### src/rtl/ram_be_arbiter_pkg.sv
// Shared definitions for the two-requester byte-enable RAM arbiter.
package ram_be_arbiter_pkg;

    localparam int unsigned WORD_WIDTH_DEF = 32;
    localparam int unsigned ADDR_WIDTH_DEF = 8;
    localparam int unsigned MAX_LOCK_DEF   = 4;

    // Lock FSM encodings
    localparam logic [1:0] ST_ARB   = 2'd0;
    localparam logic [1:0] ST_LOCK0 = 2'd1;
    localparam logic [1:0] ST_LOCK1 = 2'd2;

    // Tag travelling with an accepted read until its data returns
    typedef struct packed {
        logic vld;
        logic who;
    } rd_tag_t;

endpackage

### src/rtl/ram_be_arbiter_if.sv
// Requester-side bus of the arbiter: two request/grant ports plus shared read data.
interface ram_be_arbiter_if
    import ram_be_arbiter_pkg::*;
#(
    parameter int unsigned Word_Width = WORD_WIDTH_DEF,
    parameter int unsigned Addr_Width = ADDR_WIDTH_DEF
);
    localparam int unsigned Byte_Width = Word_Width / 8;

    logic                  req0_i;
    logic                  req1_i;
    logic [Byte_Width-1:0] be0_i;
    logic [Byte_Width-1:0] be1_i;
    logic [Addr_Width-1:0] addr0_i;
    logic [Addr_Width-1:0] addr1_i;
    logic [Word_Width-1:0] data0_i;
    logic [Word_Width-1:0] data1_i;
    logic                  lock0_i;
    logic                  lock1_i;
    logic                  gnt0_o;
    logic                  gnt1_o;
    logic                  rvalid0_o;
    logic                  rvalid1_o;
    logic [Word_Width-1:0] rdata_o;

    modport master (
        output req0_i, req1_i, be0_i, be1_i, addr0_i, addr1_i,
               data0_i, data1_i, lock0_i, lock1_i,
        input  gnt0_o, gnt1_o, rvalid0_o, rvalid1_o, rdata_o
    );

    modport slave (
        input  req0_i, req1_i, be0_i, be1_i, addr0_i, addr1_i,
               data0_i, data1_i, lock0_i, lock1_i,
        output gnt0_o, gnt1_o, rvalid0_o, rvalid1_o, rdata_o
    );

endinterface

### src/rtl/ram_be_arbiter_rr_arb2.sv
// Two-way round-robin grant with a last-granted pointer; allow masks come from the lock FSM.
module ram_be_arbiter_rr_arb2 (
    input  logic clk,
    input  logic rstn,
    input  logic req0,
    input  logic req1,
    input  logic allow0,
    input  logic allow1,
    output logic gnt0_c,
    output logic gnt1_c
);
    logic ptr;
    logic r0;
    logic r1;

    // Masked requests; ptr=0 favours requester 0
    always_comb begin
        r0     = req0 & allow0;
        r1     = req1 & allow1;
        gnt0_c = r0 & (~r1 | ~ptr);
        gnt1_c = r1 & (~r0 | ptr);
    end

    // The requester granted last drops to lower priority
    always_ff @(posedge clk or negedge rstn) begin
        if (!rstn) begin
            ptr <= 1'b0;
        end else if (gnt0_c) begin
            ptr <= 1'b1;
        end else if (gnt1_c) begin
            ptr <= 1'b0;
        end
    end

endmodule

### src/rtl/ram_be_arbiter.sv
// Shares one byte-enable RAM port between two requesters with round-robin and bounded lock.
module ram_be_arbiter
    import ram_be_arbiter_pkg::*;
#(
    parameter int unsigned Word_Width = WORD_WIDTH_DEF,
    parameter int unsigned Addr_Width = ADDR_WIDTH_DEF,
    parameter int unsigned Max_Lock   = MAX_LOCK_DEF
) (
    input  logic                            clk,
    input  logic                            rstn,
    ram_be_arbiter_if.slave                 bus,
    output logic                            ram_cen_o,
    output logic                            ram_oen_o,
    output logic [Word_Width/8-1:0]         ram_wen_o,
    output logic [Addr_Width-1:0]           ram_addr_o,
    output logic [Word_Width-1:0]           ram_data_o,
    input  logic [Word_Width-1:0]           ram_data_i
);
    localparam int unsigned Byte_Width = Word_Width / 8;
    localparam int unsigned Cnt_Width  = $clog2(Max_Lock + 1);

    logic [1:0]            state;
    logic [1:0]            state_nxt;
    logic [Cnt_Width-1:0]  cnt;
    logic [Cnt_Width-1:0]  cnt_nxt;
    logic [Cnt_Width-1:0]  cnt_inc;
    logic                  allow0;
    logic                  allow1;
    logic                  gnt0;
    logic                  gnt1;
    logic                  accept;
    logic                  sel1;
    logic                  own_gnt;
    logic                  own_lock;
    logic                  oth_req;
    logic                  at_max;
    logic [Byte_Width-1:0] acc_be;
    logic [Addr_Width-1:0] acc_addr;
    logic [Word_Width-1:0] acc_data;
    rd_tag_t               tag_q;
    logic                  rvalid0;
    logic                  rvalid1;

    // A locked owner excludes the other requester
    assign allow0 = (state != ST_LOCK1);
    assign allow1 = (state != ST_LOCK0);

    ram_be_arbiter_rr_arb2 u_rr (
        .clk    (clk),
        .rstn   (rstn),
        .req0   (bus.req0_i),
        .req1   (bus.req1_i),
        .allow0 (allow0),
        .allow1 (allow1),
        .gnt0_c (gnt0),
        .gnt1_c (gnt1)
    );

    assign accept        = gnt0 | gnt1;
    assign acc_be        = gnt1 ? bus.be1_i   : bus.be0_i;
    assign acc_addr      = gnt1 ? bus.addr1_i : bus.addr0_i;
    assign acc_data      = gnt1 ? bus.data1_i : bus.data0_i;
    assign bus.gnt0_o    = gnt0;
    assign bus.gnt1_o    = gnt1;
    assign bus.rvalid0_o = rvalid0;
    assign bus.rvalid1_o = rvalid1;
    assign bus.rdata_o   = ram_data_i;

    // View of the current or prospective lock owner versus the other requester
    always_comb begin
        sel1     = (state == ST_LOCK1) | ((state == ST_ARB) & gnt1);
        own_gnt  = sel1 ? gnt1        : gnt0;
        own_lock = sel1 ? bus.lock1_i : bus.lock0_i;
        oth_req  = sel1 ? bus.req0_i  : bus.req1_i;
        cnt_inc  = oth_req ? (cnt + Cnt_Width'(1)) : '0;
        at_max   = (cnt_inc == Cnt_Width'(Max_Lock));
    end

    // Lock FSM next state and hold counter
    always_comb begin
        state_nxt = state;
        cnt_nxt   = cnt;
        case (state)
            ST_ARB: begin
                if (own_gnt && own_lock && !at_max) begin
                    state_nxt = sel1 ? ST_LOCK1 : ST_LOCK0;
                    cnt_nxt   = cnt_inc;
                end
            end
            ST_LOCK0, ST_LOCK1: begin
                if (own_gnt) begin
                    if (!own_lock || at_max) begin
                        state_nxt = ST_ARB;
                        cnt_nxt   = '0;
                    end else begin
                        cnt_nxt = cnt_inc;
                    end
                end else if (oth_req) begin
                    state_nxt = ST_ARB;
                    cnt_nxt   = '0;
                end else begin
                    cnt_nxt = '0;
                end
            end
            default: begin
                state_nxt = ST_ARB;
                cnt_nxt   = '0;
            end
        endcase
    end

    // FSM state register
    always_ff @(posedge clk or negedge rstn) begin
        if (!rstn) begin
            state <= ST_ARB;
            cnt   <= '0;
        end else begin
            state <= state_nxt;
            cnt   <= cnt_nxt;
        end
    end

    // RAM command register: one beat per accepted request, idle otherwise
    always_ff @(posedge clk or negedge rstn) begin
        if (!rstn) begin
            ram_cen_o  <= 1'b1;
            ram_oen_o  <= 1'b1;
            ram_wen_o  <= '1;
            ram_addr_o <= '0;
            ram_data_o <= '0;
        end else begin
            ram_oen_o <= 1'b0;
            ram_cen_o <= ~accept;
            if (accept) begin
                ram_wen_o  <= ~acc_be;
                ram_addr_o <= acc_addr;
                ram_data_o <= acc_data;
            end else begin
                ram_wen_o <= '1;
            end
        end
    end

    // Read-return pipeline: tag at the command beat, rvalid when RAM data is out
    always_ff @(posedge clk or negedge rstn) begin
        if (!rstn) begin
            tag_q   <= '0;
            rvalid0 <= 1'b0;
            rvalid1 <= 1'b0;
        end else begin
            tag_q.vld <= accept & ~(|acc_be);
            tag_q.who <= gnt1;
            rvalid0   <= tag_q.vld & ~tag_q.who;
            rvalid1   <= tag_q.vld & tag_q.who;
        end
    end

endmodule

### src/flat_wrapper.sv
// flat-port wrapper written by rule: the top's interface ports become plain ports
module ram_be_arbiter_flat import ram_be_arbiter_pkg::*;
#(
    parameter int unsigned Word_Width = WORD_WIDTH_DEF,
    parameter int unsigned Addr_Width = ADDR_WIDTH_DEF,
    parameter int unsigned Max_Lock   = MAX_LOCK_DEF
)
  (clk, rstn, ram_cen_o, ram_oen_o, ram_wen_o, ram_addr_o, ram_data_o, ram_data_i, bus_req0_i, bus_req1_i, bus_be0_i, bus_be1_i, bus_addr0_i, bus_addr1_i, bus_data0_i, bus_data1_i, bus_lock0_i, bus_lock1_i, bus_gnt0_o, bus_gnt1_o, bus_rvalid0_o, bus_rvalid1_o, bus_rdata_o);
  ram_be_arbiter_if #(.Word_Width(Word_Width), .Addr_Width(Addr_Width)) bus_i ();
  input  logic clk;
  input  logic rstn;
  output logic ram_cen_o;
  output logic ram_oen_o;
  output logic [Word_Width/8-1:0] ram_wen_o;
  output logic [Addr_Width-1:0] ram_addr_o;
  output logic [Word_Width-1:0] ram_data_o;
  input  logic [Word_Width-1:0] ram_data_i;
  input wire logic [$bits(bus_i.req0_i)-1:0] bus_req0_i;
  input wire logic [$bits(bus_i.req1_i)-1:0] bus_req1_i;
  input wire logic [$bits(bus_i.be0_i)-1:0] bus_be0_i;
  input wire logic [$bits(bus_i.be1_i)-1:0] bus_be1_i;
  input wire logic [$bits(bus_i.addr0_i)-1:0] bus_addr0_i;
  input wire logic [$bits(bus_i.addr1_i)-1:0] bus_addr1_i;
  input wire logic [$bits(bus_i.data0_i)-1:0] bus_data0_i;
  input wire logic [$bits(bus_i.data1_i)-1:0] bus_data1_i;
  input wire logic [$bits(bus_i.lock0_i)-1:0] bus_lock0_i;
  input wire logic [$bits(bus_i.lock1_i)-1:0] bus_lock1_i;
  output wire logic [$bits(bus_i.gnt0_o)-1:0] bus_gnt0_o;
  output wire logic [$bits(bus_i.gnt1_o)-1:0] bus_gnt1_o;
  output wire logic [$bits(bus_i.rvalid0_o)-1:0] bus_rvalid0_o;
  output wire logic [$bits(bus_i.rvalid1_o)-1:0] bus_rvalid1_o;
  output wire logic [$bits(bus_i.rdata_o)-1:0] bus_rdata_o;
  assign bus_i.req0_i = bus_req0_i;
  assign bus_i.req1_i = bus_req1_i;
  assign bus_i.be0_i = bus_be0_i;
  assign bus_i.be1_i = bus_be1_i;
  assign bus_i.addr0_i = bus_addr0_i;
  assign bus_i.addr1_i = bus_addr1_i;
  assign bus_i.data0_i = bus_data0_i;
  assign bus_i.data1_i = bus_data1_i;
  assign bus_i.lock0_i = bus_lock0_i;
  assign bus_i.lock1_i = bus_lock1_i;
  assign bus_gnt0_o = bus_i.gnt0_o;
  assign bus_gnt1_o = bus_i.gnt1_o;
  assign bus_rvalid0_o = bus_i.rvalid0_o;
  assign bus_rvalid1_o = bus_i.rvalid1_o;
  assign bus_rdata_o = bus_i.rdata_o;
  ram_be_arbiter #(.Word_Width(Word_Width), .Addr_Width(Addr_Width), .Max_Lock(Max_Lock)) u_core (.clk(clk), .rstn(rstn), .bus(bus_i), .ram_cen_o(ram_cen_o), .ram_oen_o(ram_oen_o), .ram_wen_o(ram_wen_o), .ram_addr_o(ram_addr_o), .ram_data_o(ram_data_o), .ram_data_i(ram_data_i));
endmodule
### config.mk
export PLATFORM = sky130hd
export DESIGN_NAME = ram_be_arbiter_flat
export DESIGN_NICKNAME = d
export VERILOG_FILES = /design/src/rtl/ram_be_arbiter_pkg.sv /design/src/rtl/ram_be_arbiter_if.sv /design/src/rtl/ram_be_arbiter_rr_arb2.sv /design/src/rtl/ram_be_arbiter.sv /design/src/flat_wrapper.sv
export SDC_FILE = /design/constraint.sdc
export NUM_CORES = 1
export LEC_CHECK = 0
export ABC_AREA = 1
export CAP_MARGIN = 25
export CELL_PAD_IN_SITES_DETAIL_PLACEMENT = 1
export CELL_PAD_IN_SITES_GLOBAL_PLACEMENT = 1
export CORE_UTILIZATION = 24
export DETAILED_ROUTE_END_ITERATION = 10
export PLACE_DENSITY = 0.84
export SYNTH_ARGS = -nofsm -noshare
export SYNTH_HDL_FRONTEND = slang
export SYNTH_SLANG_ARGS = --single-unit
### constraint.sdc
create_clock -name clk -period 1.9 [get_ports clk]
set_input_delay 0.38 -clock clk [delete_from_list [all_inputs] [get_ports clk]]
set_output_delay 0.38 -clock clk [all_outputs]
set_load 0.1 [all_outputs]
==> impl_metrics.ini <==
[clocking]
clkLatencyLatePin_ps = 290
cts_root_buffer = clkbuf_16
clk_path_buf_depth = 2
cts_tree = done
numCtsBuffers = 5
h-tree-depth = 2
cts.sinks = 56
path_clk_slew_ps = 70
cts_hold_buf = 0

[worst_hold_path]
min_path_type = input pin to asynchronous set/reset pin

[global_route]
grt_overflow_total = 0
grt_usage = 0.145
grt_pass1_vias = 3196
grt_start_max_net_pins = 57
antenna_found_initial = 0
grt_first_pass_wirelength_microns = 15000

[sta]
rsz0062_at_grt = true
setup_viol = 3
period_share = 1.03
finalHoldViolCount = 0
fin_ws_ps = -52.3
finalMaxSlewViolations = 0
period_needed_ps = 1950
max_freq_mhz = 512
clock_skew_ps = 6.15
fin_setup_tns_ps = -107
holdWs_ps = 90.7

[logic_synthesis]
yosysTopAreaCellShare = 0.417
yosysTopAreaCell = dfrtp_1
synthArstFlopShare = 1.00
synth_area_sq_mm = 0.00300
synthTopCellsByCount = 83 x nor2_1, 64 x nand2_1, 50 x dfrtp_1, 40 x o31ai_1, 36 x buf_4
ys_types = 28
synthMostInstantiatedCell = nor2_1
ys_warn_count = 0
synth_fp_nets = 483
syn-instance-count = 352
synth_edf_count = 0
synthTopCellsByArea = dfrtp_1 42%, nor2_1 10%, o31ai_1 10%, buf_4 9.0%, nand2_1 8.0%
ys_seq_elements = 56
avgSynthCellArea_sq_um = 8.53
synth_top_flop_cell = dfrtp_1
seq_area_frac_synth = 0.469

[drt]
viasPerCell = 4.34
top_layer_used = met4
ant_nets = 0
vias = 2867
met3_length_microns = 654
wl_met2_microns = 5090
wl_per_cell_microns = 14.8
drt-met1-wl_microns = 3910
first_pass_iters = 4
wl_microns = 9770
drt_iter0_markers = 133
drc = 0

[floorplanning]
ios = 208
dieHeight_microns = 114
rows = 40
core_area_sq_mm = 0.0121
start_util = 0.248
die_area_sq_mm = 0.0130
die_w_microns = 114

[placed_design]
placed_area_sq_mm = 0.00457
dpl.hpwl_microns = 7160
pre_cts_ws_ps = -206
gp_congestion = 0.837
dp_cells = 638
port_buffers = 143

[finish]
layoutNonFillerInstCount = 660
postLayoutCoreUtil = 0.415
fin_area_sq_mm = 0.00503
nets = 622
antenna_cells = 0
area_growth_pct = 67.4
drive_above_1_share = 0.285

[pwr]
power.leakage_nw = 2.29
p_per_area_mw_per_mm2 = 1810
p_total_mw = 9.12
vdd_drop_max_mv = 0.988

[critical_path]
startpoint = u_core.state[1]
crit_required_ps = 1520
cp.arrival_ps = 1570
cp_max_fo = 3
rr_startpoint = u_core.state[1]
cp-end-kind = output pin
crit_type = register to output pin
cp-start-kind = register
r2r_cells = 14

[outcome]
violations = setup timing
status = finished, violations left

[run]
maxCapViolations = 0
## cell families (layout without fill, tap and decap cells)
group                      count (synthesis)  after routing  synth area share
other                                      1              1           0.00125
buffers and inverters                     70            210             0.139
adders and majority gates                  5              5            0.0208
AOI/OAI and AO/OA                         44             44             0.108
muxes                                      3              3            0.0100
and+or+nand+nor                          172            172             0.249
DFF                                       56             56             0.469
xor gates and xnor gates                   1              1           0.00292
## cells in the final DEF (no fill, tap or decap), types with 2 or more instances in the layout
| master | synthesis | routed |
|---|---|---|
| inv_2 | 7 | 5 |
| clkdlybuf4s50_1 | 0 | 91 |
| nand4_1 | 3 | 3 |
| nand2_1 | 64 | 60 |
| nand2_2 | 3 | 5 |
| o31ai_1 | 40 | 38 |
| nor2_1 | 83 | 83 |
| inv_1 | 14 | 11 |
| mux2i_1 | 3 | 2 |
| ha_1 | 5 | 3 |
| nor3_1 | 3 | 2 |
| clkbuf_16 | 0 | 6 |
| or2_2 | 3 | 3 |
| dfrtp_1 | 50 | 50 |
| nor2_8 | 2 | 2 |
| nand3_2 | 3 | 3 |
| dfstp_2 | 6 | 6 |
| nand3_1 | 5 | 4 |
| inv_4 | 0 | 4 |
| clkbuf_8 | 0 | 2 |
| buf_4 | 36 | 65 |
| o31ai_2 | 0 | 2 |
| buf_12 | 0 | 15 |
| buf_6 | 1 | 4 |
| ha_4 | 0 | 2 |
| nand2_4 | 2 | 3 |
| buf_8 | 0 | 2 |
## registers in the layout (all words and copies together) (netlist names)
register	cells
u_core.ram_data_o	32
u_core.cnt	3
u_core.ram_addr_o	8
u_core.state	2
u_core.ram_wen_o	4
u_core.bus.rvalid1_o	1
u_core.bus.rvalid0_o	1
u_core.tag_q	2
u_core.ram_cen_o	1
u_core.u_rr.ptr	1
u_core.ram_oen_o	1
## critical path, cell delays in order, from the launching register on
cell	delay, ps
dfrtp_1	420
buf_6	130
ha_4	160
inv_4	70
buf_12	100
nand2_8	40
a21oi_4	160
buf_12	190
## final cells by class
type	instances	area (sq um)
fill	1426	7080
timing repair buffer	181	1840
sequential	56	1410
multi-input combinational	226	1280
tap	168	210
clock buffer	7	153
inverter	21	96.3
clock inverter	1	30.0
## final timing paths
path,to,slack [ps]
worst max-delay path,bus_gnt0_o,-50
worst min-delay path,u_core.ram_data_o[10],90
worst max register to register,u_core.state[1],-10
worst min register to register,u_core.bus.rvalid0_o,420
max in group asynchronous,u_core.ram_wen_o[1],1500
min in group clk,u_core.bus.rvalid0_o,420
## layer usage
layer / vias to the layer above / GRT usage
li1: 1377 / -
met1: 1362 / 0.157
met2: 106 / 0.279
met3: 22 / 0.0388
met4: 0 / 0.0372
met5: - / 0
## timing repair
item	in CTS	in global routing
pin swaps	3	12
buffers inserted	10	3
hold endpoints to repair	0	0
setup endpoints to repair	4	34
gates cloned	0	1
resized for setup	10	25
## power breakdown
group | switching (mW) | internal [mW]
combinational | 4.30 | 1.79
sequential | 0.285 | 1.63
clock | 0.418 | 0.695
total | 5.00 | 4.12
(Power assumes the default switching activity.)
